$ cat src/rtl/coin_acceptor.sv
// ============================================================================
// coin_acceptor : synchronizes and debounces three coin/pay switches and
// issues prioritized, spaced one-cycle pulses to the vending core.
// Revision 1.0
// ============================================================================
`default_nettype none

module coin_acceptor #(
  parameter int DB_CYC = 4,
  parameter int GAP    = 2
) (
  input  logic ck,
  input  logic reset,
  input  logic raw5,
  input  logic raw10,
  input  logic rawpay,
  output logic co5,
  output logic co10,
  output logic pay,
  output logic busy,
  output logic ovr
);

  localparam logic [3:0] C_DB  = 4'(DB_CYC);
  localparam logic [2:0] C_GAP = 3'(GAP);

  typedef enum logic [1:0] {
    S_IDLE  = 2'd0,
    S_PULSE = 2'd1,
    S_GAP   = 2'd2
  } state_t;

  // Bit order everywhere: [0]=5-unit, [1]=10-unit, [2]=pay (also priority order).
  logic [2:0] w_raw;
  logic [2:0] r_sync1, r_sync2;
  logic [2:0] w_deb;
  logic [2:0] r_deb_d;
  logic [2:0] w_rise;
  logic [2:0] w_issue;
  logic [2:0] w_pick;
  logic [2:0] r_pend;
  logic       r_ovr;

  state_t     r_state, w_state_nxt;
  logic [2:0] r_sel, w_sel_nxt;
  logic [2:0] r_gap, w_gap_nxt;

  assign w_raw = {rawpay, raw10, raw5};

  for (genvar gi = 0; gi < 3; gi++) begin : g_src
    logic [3:0] r_cnt;
    logic       r_deb;

    always_ff @(posedge ck or negedge reset) begin
      if (!reset) begin
        r_cnt <= 4'd0;
        r_deb <= 1'b0;
      end else if (r_sync2[gi] == r_deb) begin
        r_cnt <= 4'd0;
      end else if (r_cnt + 4'd1 == C_DB) begin
        r_deb <= r_sync2[gi];
        r_cnt <= 4'd0;
      end else begin
        r_cnt <= r_cnt + 4'd1;
      end
    end

    assign w_deb[gi] = r_deb;
  end

  assign w_rise  = w_deb & ~r_deb_d;
  assign w_issue = (r_state == S_PULSE) ? r_sel : 3'b000;
  assign w_pick  = r_pend[0] ? 3'b001 :
                   r_pend[1] ? 3'b010 :
                   r_pend[2] ? 3'b100 : 3'b000;

  // A rise coinciding with the issue of the same source re-arms it instead of overrunning.
  always_ff @(posedge ck or negedge reset) begin
    if (!reset) begin
      r_sync1 <= 3'b000;
      r_sync2 <= 3'b000;
      r_deb_d <= 3'b000;
      r_pend  <= 3'b000;
      r_ovr   <= 1'b0;
    end else begin
      r_sync1 <= w_raw;
      r_sync2 <= r_sync1;
      r_deb_d <= w_deb;
      r_pend  <= (r_pend & ~w_issue) | w_rise;
      if (|(w_rise & r_pend & ~w_issue)) begin
        r_ovr <= 1'b1;
      end
    end
  end

  always_ff @(posedge ck or negedge reset) begin
    if (!reset) begin
      r_state <= S_IDLE;
      r_sel   <= 3'b000;
      r_gap   <= 3'd0;
    end else begin
      r_state <= w_state_nxt;
      r_sel   <= w_sel_nxt;
      r_gap   <= w_gap_nxt;
    end
  end

  always_comb begin
    w_state_nxt = r_state;
    w_sel_nxt   = r_sel;
    w_gap_nxt   = r_gap;
    case (r_state)
      S_IDLE: begin
        if (|r_pend) begin
          w_state_nxt = S_PULSE;
          w_sel_nxt   = w_pick;
        end
      end
      S_PULSE: begin
        w_gap_nxt   = C_GAP;
        w_state_nxt = S_GAP;
      end
      S_GAP: begin
        w_gap_nxt = r_gap - 3'd1;
        // Final gap cycle makes the idle decision itself so pulses are GAP+1 apart.
        if (r_gap == 3'd1) begin
          if (|r_pend) begin
            w_state_nxt = S_PULSE;
            w_sel_nxt   = w_pick;
          end else begin
            w_state_nxt = S_IDLE;
          end
        end
      end
      default: w_state_nxt = S_IDLE;
    endcase
  end

  assign {pay, co10, co5} = w_issue;
  assign busy = (|r_pend) | (r_state != S_IDLE);
  assign ovr  = r_ovr;

endmodule

`default_nettype wire

$ cat config.mk
export PLATFORM = sky130hd
export DESIGN_NAME = coin_acceptor
export DESIGN_NICKNAME = d
export VERILOG_FILES = /design/src/rtl/coin_acceptor.sv
export SDC_FILE = /design/constraint.sdc
export NUM_CORES = 1
export LEC_CHECK = 0
export ABC_AREA = 1
export CORE_MARGIN = 5
export CORE_UTILIZATION = 51
export CTS_CLUSTER_DIAMETER = 200
export CTS_CLUSTER_SIZE = 12
export DETAILED_ROUTE_END_ITERATION = 8
export PLACE_DENSITY = 0.7
export SYNTH_ARGS = -nofsm -noshare
export SYNTH_HDL_FRONTEND = slang
export SYNTH_SLANG_ARGS = --single-unit
$ cat constraint.sdc
create_clock -name ck -period 1.3 [get_ports ck]
set_input_delay 0.13 -clock ck [delete_from_list [all_inputs] [get_ports ck]]
set_output_delay 0.13 -clock ck [all_outputs]
set_load 0.1 [all_outputs]
==> flow_summary.ini, run 1 <==
[route]
drtIter0Drc = 86
vias = 1150
avgRoutedWirePerCell_um = 10.9
first_pass_iters = 4
vias_per_cell = 4.64
route.detailed.drc = 0
totalWireLength_um = 2710
ant_nets = 0

[synth]
synth_area_sq_um = 1590
yosysSeqAreaShare_pct = 56.7
syn_avg_cell_area_sq_um = 9.34
yosys_warnings = 0
syn-instance-count = 170
synth_cell_types = 17
synthesis.nets = 186
synth.ff_latch_count = 36

[floorplan]
die_h_um = 65.8
placement_rows = 20
coreArea_sq_um = 3030
die-area_sq_um = 4330
initial_core_util_pct = 52.4
die_x_um = 65.8
pin_count = 10

[grt]
grt_pass1_wl_um = 4860
grt_overflow = 0
grt_max_degree = 37
grt_pass1_vias = 1185
antenna_found_initial = 0
track_usage_pct = 14.8

[placement]
routabilityCongestion = 0.753
hpwl_um = 1870
io_buffers = 9

[clock_network]
clkTransAtPathRegs_ps = 110
cts_buffer_depth = 2
cts_tree = done
clock_latency_ps = 340
cts_buffers = 5
cts.sinks = 36
root_buffer = clkbuf_4
htreeDepth = 2

[outcome]
violations = setup timing
status = complete, but fails checks

[timing]
final-hold-violation-count = 0
setup_slack_ps = -182
max_slew_margin_pct = 75.7
min_period_over_period_pct = 114
tightestPinTransition_ps = 363
tns_ps = -880
setup_viol_count_final = 8
min_period_ps = 1480
slew_violations = 0
finClkSkew_ps = 11.5
rsz0062_at_grt = true
max_freq_ghz = 0.675

[layout]
fin_nets = 219
utilization_pct = 70.0
syn_to_final_growth_pct = 33.4
layout-drive-gt1-share_pct = 28.4
n_antenna_cell = 0

[hold_path]
hold_path_class = primary input to async pin

[power_and_ir_drop]
ir_worst_vdd_mv = 1.04
p_leak_uw = 0.00103
power.density_nw_per_um2 = 2060

[setup_path]
critPathRequiredTime_ps = 1170
endpoint_kind = output pin
critPathArrivalTime_ps = 1350
critPathLaunchType = flop
path_max_fanout = 3
path_class = flop to output pin

[job]
cap_violations = 0
[through the flow]
stage,hold slack (ps),total power [uW],std cells,instance area (sq um),setup WS (ps)
2_1_floorplan,-166,2840,170,1630,-26.3
3_3_place_gp,333,3170,225,1850,19.7
3_5_place_dp,337,3280,225,1850,-25.9
4_1_cts,152,4120,239,1990,-196
5_1_grt,137,4740,248,2120,-269
6_report,151,4360,248,2120,-182
[metal layers]
metal	share of wire, %	track usage, %
met5	0	0
met4	1.6	5.44
met3	4.6	5.95
met2	47	24.8
met1	46	16.9
[power by group]
group          switching (uW)  internal, uW  leakage, uW  total (uW)
logic                    1090           902     0.000555        1990
clock network             359           265    0.0000315         624
registers                 299          1450     0.000446        1750
[sequential cells by signal, summed over array words and instances, names as in the netlist]
register	cells
r_pend	3
r_sync2	3
r_sel	3
r_deb_d	3
r_state	2
r_gap	3
r_sync1	3
g_src.r_cnt	12
ovr	1
g_src.r_deb	3
[placed cells by master, fill, tap and decap left out, types with 4 or more instances in the layout]
| cell | Yosys | routed |
|---|---|---|
| nand2_2 | 0 | 6 |
| nand4_1 | 4 | 4 |
| inv_2 | 0 | 4 |
| nor2_1 | 17 | 15 |
| nand3_1 | 11 | 9 |
| nand2_1 | 46 | 37 |
| buf_4 | 0 | 14 |
| clkdlybuf4s50_1 | 0 | 4 |
| clkinvlp_4 | 0 | 4 |
| clkbuf_4 | 0 | 5 |
| buf_12 | 0 | 6 |
| inv_1 | 28 | 21 |
| ha_1 | 11 | 7 |
| dfrtp_1 | 36 | 35 |
[logic make-up (layout without fill, tap and decap cells)]
family	Yosys count	in the layout	synth area share, %
AND/OR/NAND/NOR	80	80	21.6
XOR/XNOR	4	4	2.21
buffers and inverters	28	62	6.62
AO/OA/AOI/OAI	11	11	4.18
adder cells (fa/ha/maj)	11	11	8.67
flip-flops	36	36	56.7
[final cells by class]
class | instances | area (sq um)
tap | 44 | 55.1
clock buffer | 7 | 55.1
clock inverter | 1 | 7.51
inverter | 28 | 116
timing repair buffer | 26 | 288
fill | 229 | 910
multi-input combinational | 106 | 694
sequential | 36 | 902
[worst max-delay path, cell delays in order, from the launching register on]
cell        delay (ps)
dfrtp_1            400
inv_2              120
ha_4               190
nand2_4             70
clkinvlp_4          80
buf_12             160
[path summary, 6_finish.rpt]
kind                                         from                     end  slack (ps)  cells past startpoint
setup reg to reg           r_state[1]$_DFFE_PN0P_    r_sel[0]$_DFFE_PN0P_         -70                      7
max in group asynchronous                   reset  r_state[0]$_DFFE_PN0P_         950                      2
hold reg to reg              r_sync1[2]$_DFF_PN0_    r_sync2[2]$_DFF_PN0_         360                      0
min in group ck                             raw10    r_sync1[1]$_DFF_PN0_         230                      1
setup / recovery           r_state[1]$_DFFE_PN0P_                     pay        -180                      5
hold / removal                              reset    r_sel[2]$_DFFE_PN0P_         150                      2
[Yosys cell counts (all sizes together)]
cell type   n  share of area, %
a21oi       3              0.95
nand2      46                11
xor2        2               1.1
a31oi       1              0.39
dfrtp      36                57
nand4       4               1.6
ha         11               8.7
o211ai      1              0.47
or2         1              0.55
inv        28               6.6
nor2       17               4.0
o21ai       6               2.4
nand3      12               4.6
xnor2       2               1.1
[repair_timing]
action | CTS | global route
pin swaps | 0 | 9
endpoints found under the setup margin | 10 | 14
setup buffers | 6 | 10
resized for setup | 10 | 16
hold buffers | 0 | 0
Note: power is estimated with default switching activity, not from simulation.
==> run 2, diff against run 1 <==
Settings changed: CAP_MARGIN from default to 10, MAX_ROUTING_LAYER from default to met4, TNS_END_PERCENT from default to 100.
==> flow_summary.ini, run 2 (same netlist as run 1, synthesis figures left out) <==
[clock_network]
cts.sinks = 36
cts_tree = done
htreeDepth = 2
clkTransAtPathRegs_ps = 110
cts_buffer_depth = 2
root_buffer = clkbuf_4
clock_latency_ps = 340
cts_buffers = 5

[floorplan]
die_h_um = 65.8
die-area_sq_um = 4330
die_x_um = 65.8
coreArea_sq_um = 3030
initial_core_util_pct = 52.4
placement_rows = 20
pin_count = 10

[setup_path]
critPathArrivalTime_ps = 1350
critPathRequiredTime_ps = 1170
path_class = flop to output pin
endpoint_kind = output pin
path_max_fanout = 3
critPathLaunchType = flop

[job]
cap_violations = 0

[timing]
max_freq_ghz = 0.675
setup_slack_ps = -182
rsz0062_at_grt = true
hold_ws_ps = 151
setup_viol_count_final = 8
final-hold-violation-count = 0
max_slew_margin_pct = 75.7
tightestPinTransition_ps = 363
finClkSkew_ps = 11.5
slew_violations = 0
tns_ps = -880
min_period_over_period_pct = 114
min_period_ps = 1480

[outcome]
violations = setup timing
status = complete, but fails checks

[grt]
track_usage_pct = 15.2
grt_pass1_vias = 1185
grt_overflow = 0
met2_usage_pct = 24.8
globalRoute.busiestLayer = met2
grt_max_degree = 37
grt_pass1_wl_um = 4860
antenna_found_initial = 0
met3_usage_pct = 5.78
gr-usage-met1_pct = 17.0

[route]
vias_per_cell = 4.64
vias = 1150
drtIter0Drc = 86
ant_nets = 0
totalWireLength_um = 2700
avgRoutedWirePerCell_um = 10.9
first_pass_iters = 4
route.detailed.drc = 0

[layout]
layout-drive-gt1-share_pct = 28.4
n_antenna_cell = 0
largest_reg_flops = 12
final_cells = 248
fin_nets = 219
most-common-layout-cells = nand2_1 (37), dfrtp_1 (35), inv_1 (21), nor2_1 (15), buf_4 (14)
largest-register = g_src.r_cnt
syn_to_final_growth_pct = 33.4
layout_commonest_cell = nand2_1

[placement]
io_buffers = 9
hpwl_um = 1870
routabilityCongestion = 0.763
post-place-cells = 225

[power_and_ir_drop]
ir_worst_vdd_mv = 1.04
power.density_nw_per_um2 = 2060
p_leak_uw = 0.00103

[hold_path]
hold_path_class = primary input to async pin
## run 2: worst paths after layout
check | cells after the start | start | to | slack (ps)
setup / recovery | 5 | r_state[1]$_DFFE_PN0P_ | pay | -180
hold / removal | 2 | reset | r_sel[2]$_DFFE_PN0P_ | 150
setup reg to reg | 7 | r_state[1]$_DFFE_PN0P_ | r_sel[0]$_DFFE_PN0P_ | -70
hold reg to reg | 0 | r_sync1[2]$_DFF_PN0_ | r_sync2[2]$_DFF_PN0_ | 360
max in group asynchronous | 2 | reset | r_state[0]$_DFFE_PN0P_ | 950
min in group ck | 1 | raw10 | r_sync1[1]$_DFF_PN0_ | 230
## run 2: stage by stage
step / cell area (sq um) / utilization (%) / total power [uW] / setup slack (ps)
2_1_floorplan: 1630 / - / 2840 / -26.3
3_3_place_gp: 1850 / 61.1 / 3170 / 19.7
3_5_place_dp: 1850 / 61.1 / 3280 / -25.9
4_1_cts: 1990 / 65.7 / 4120 / -196
5_1_grt: 2120 / 70.0 / 4740 / -269
6_report: 2120 / 70.0 / 4360 / -182
## run 2: timing repair
| item | CTS | global route |
|---|---|---|
| hold endpoints to repair | 0 | 0 |
| hold buffers | 0 | 0 |
| buffers inserted | 6 | 10 |
| pin swaps | 0 | 9 |
| setup endpoints to repair | 10 | 14 |
| gates resized for setup | 10 | 16 |
## run 2: per-layer routing
metal	wire, um	vias to the layer above
met2	1280	18
met3	117	4
met4	44	0
met5	0	-
li1	-	594
met1	1260	534
## run 2: cell type report
type / count / area, sq um
Tap cell: 44 / 55.1
Clock inverter: 1 / 7.51
Fill cell: 229 / 910
Multi-Input combinational cell: 106 / 694
Clock buffer: 7 / 55.1
Timing Repair Buffer: 26 / 288
Sequential cell: 36 / 902
Inverter: 28 / 116
## run 2: worst max-delay path, cell delays in order, from the launching register on
cell and delay, ps:
dfrtp_1 400, inv_2 120, ha_4 190, nand2_4 70, clkinvlp_4 80, buf_12 160
## run 2: report_power, final
part | switching (uW) | leakage [uW] | internal, uW
logic | 1090 | 0.000555 | 902
clock network | 359 | 0.0000315 | 265
registers | 298 | 0.000446 | 1450
total | 1750 | 0.00103 | 2620
==> run 3, diff against run 2 <==
Settings changed: SLEW_MARGIN from default to 5.
Clock period 1.3 ns to 1.2 ns, I/O delays scaled along.
==> flow_summary.ini, run 3 (same netlist as run 1, synthesis figures left out) <==
[timing]
finClkSkew_ps = 9.05
final-hold-violation-count = 0
min_period_ps = 1520
min_period_over_period_pct = 127
hold_ws_ps = 118
max_slew_margin_pct = 75.9
rsz0062_at_grt = true
setup_slack_ps = -325
slew_violations = 0
tightestPinTransition_ps = 359
max_freq_ghz = 0.656
setup_viol_count_final = 11

[layout]
largest_reg_flops = 12
largest-register = g_src.r_cnt
most-common-layout-cells = dfrtp_1 (35), nand2_1 (32), inv_1 (21), nor2_1 (14), buf_4 (10)
fin_nets = 220
layout_commonest_cell = dfrtp_1
n_antenna_cell = 0
fillers = 222
syn_to_final_growth_pct = 38.9
design_area_sq_um = 2210
layout-drive-gt1-share_pct = 33.7

[power_and_ir_drop]
p_leak_uw = 0.00107
ir_worst_vdd_mv = 1.28
p_total_uw = 5160
power.density_nw_per_um2 = 2340

[route]
vias_per_cell = 4.78
ant_nets = 0
route.detailed.drc = 0
totalWireLength_um = 2990
drtIter0Drc = 56
first_pass_iters = 4
vias = 1191
avgRoutedWirePerCell_um = 12.0

[grt]
antenna_found_initial = 0
grt_max_degree = 37
grt_pass1_vias = 1205
track_usage_pct = 16.3
grt_overflow = 0
grt_pass1_wl_um = 4950

[setup_path]
reg2reg_depth = 7
reg2reg_slack_ps = -160
critPathLaunchType = flop
critPathRequiredTime_ps = 1080
critPathArrivalTime_ps = 1400
r2r_start = r_state[0]$_DFFE_PN0P_
path_class = flop to output pin
crit_start = r_state[1]$_DFFE_PN0P_
endpoint_kind = output pin
path_max_fanout = 3

[floorplan]
pin_count = 10
die_x_um = 65.8
placement_rows = 20
die_h_um = 65.8
coreArea_sq_um = 3030
initial_core_util_pct = 52.4
die-area_sq_um = 4330

[hold_path]
hold_path_class = primary input to async pin

[clock_network]
cts_buffer_depth = 2
cts_tree = done
clock_latency_ps = 350
cts.sinks = 36
htreeDepth = 2
root_buffer = clkbuf_4
clkTransAtPathRegs_ps = 110
cts_buffers = 5

[outcome]
status = complete, but fails checks
violations = setup timing

[job]
cap_violations = 0

[placement]
placement.cell_area_sq_um = 1900
io_buffers = 9
routabilityCongestion = 0.824
hpwl_um = 1960
run 3: changes by cell type in the layout (fill, tap and decap cells not counted), moves of 2 or more:
cell     previous run  this run
buf_4              14        10
nand2_2             6         8
nand2_4             3         6
nand2_1            37        32
buf_6               2         7
run 3: cell type report:
class / count / area (sq um) / area share [%]
flip-flops and latches: 36 / 902 / 40.9
clock inverters: 2 / 35.0 / 1.59
clock buffers: 6 / 41.3 / 1.87
inverters: 28 / 116 / 5.28
repair buffers: 27 / 314 / 14.2
well taps: 44 / 55.1 / 2.50
multi-input cells: 106 / 742 / 33.6
run 3: timing repair:
action / CTS / global route
resized for setup: 16 / 32
cloned: 0 / 0
hold buffers: 0 / 0
pin swaps: 5 / 12
buffers inserted: 6 / 7
setup endpoints to repair: 12 / 21
run 3: metal layers:
layer	GRT usage, %	up-vias	wire length [um]
li1	-	599	-
met1	17.8	572	1240
met2	25.7	14	1590
met3	6.80	6	112
met4	7.77	0	45
met5	-	-	0
run 3: path summary, 6_finish.rpt:
kind | end
max | pay
min | r_sel[1]$_DFFE_PN0P_
max reg2reg | r_sel[2]$_DFFE_PN0P_
min reg2reg | r_sync2[0]$_DFF_PN0_
max in group asynchronous | r_state[0]$_DFFE_PN0P_
min in group ck | r_sync1[0]$_DFF_PN0_
run 3: through the flow:
stage | std cells | setup TNS [ps] | util [%] | setup WS, ps
floorplan | 170 | -659 | - | -115
global placement | 232 | -159 | 62.7 | -29.5
detailed placement | 232 | -554 | 62.7 | -80.2
CTS | 245 | -1910 | 68.6 | -313
global route | 249 | -2770 | 72.9 | -400
finish | 249 | -1870 | 72.9 | -325
run 3: worst max-delay path, cell delays in order (launching register included):
cell,delay (ps)
dfrtp_1,410
inv_2,110
ha_4,200
nand2_4,70
clkinvlp_4,90
buf_12,170
run 3: where the power goes:
group | internal (uW) | switching (uW) | total (uW)
sequential | 1570 | 321 | 1890
clock | 437 | 411 | 847
combinational | 1100 | 1320 | 2420
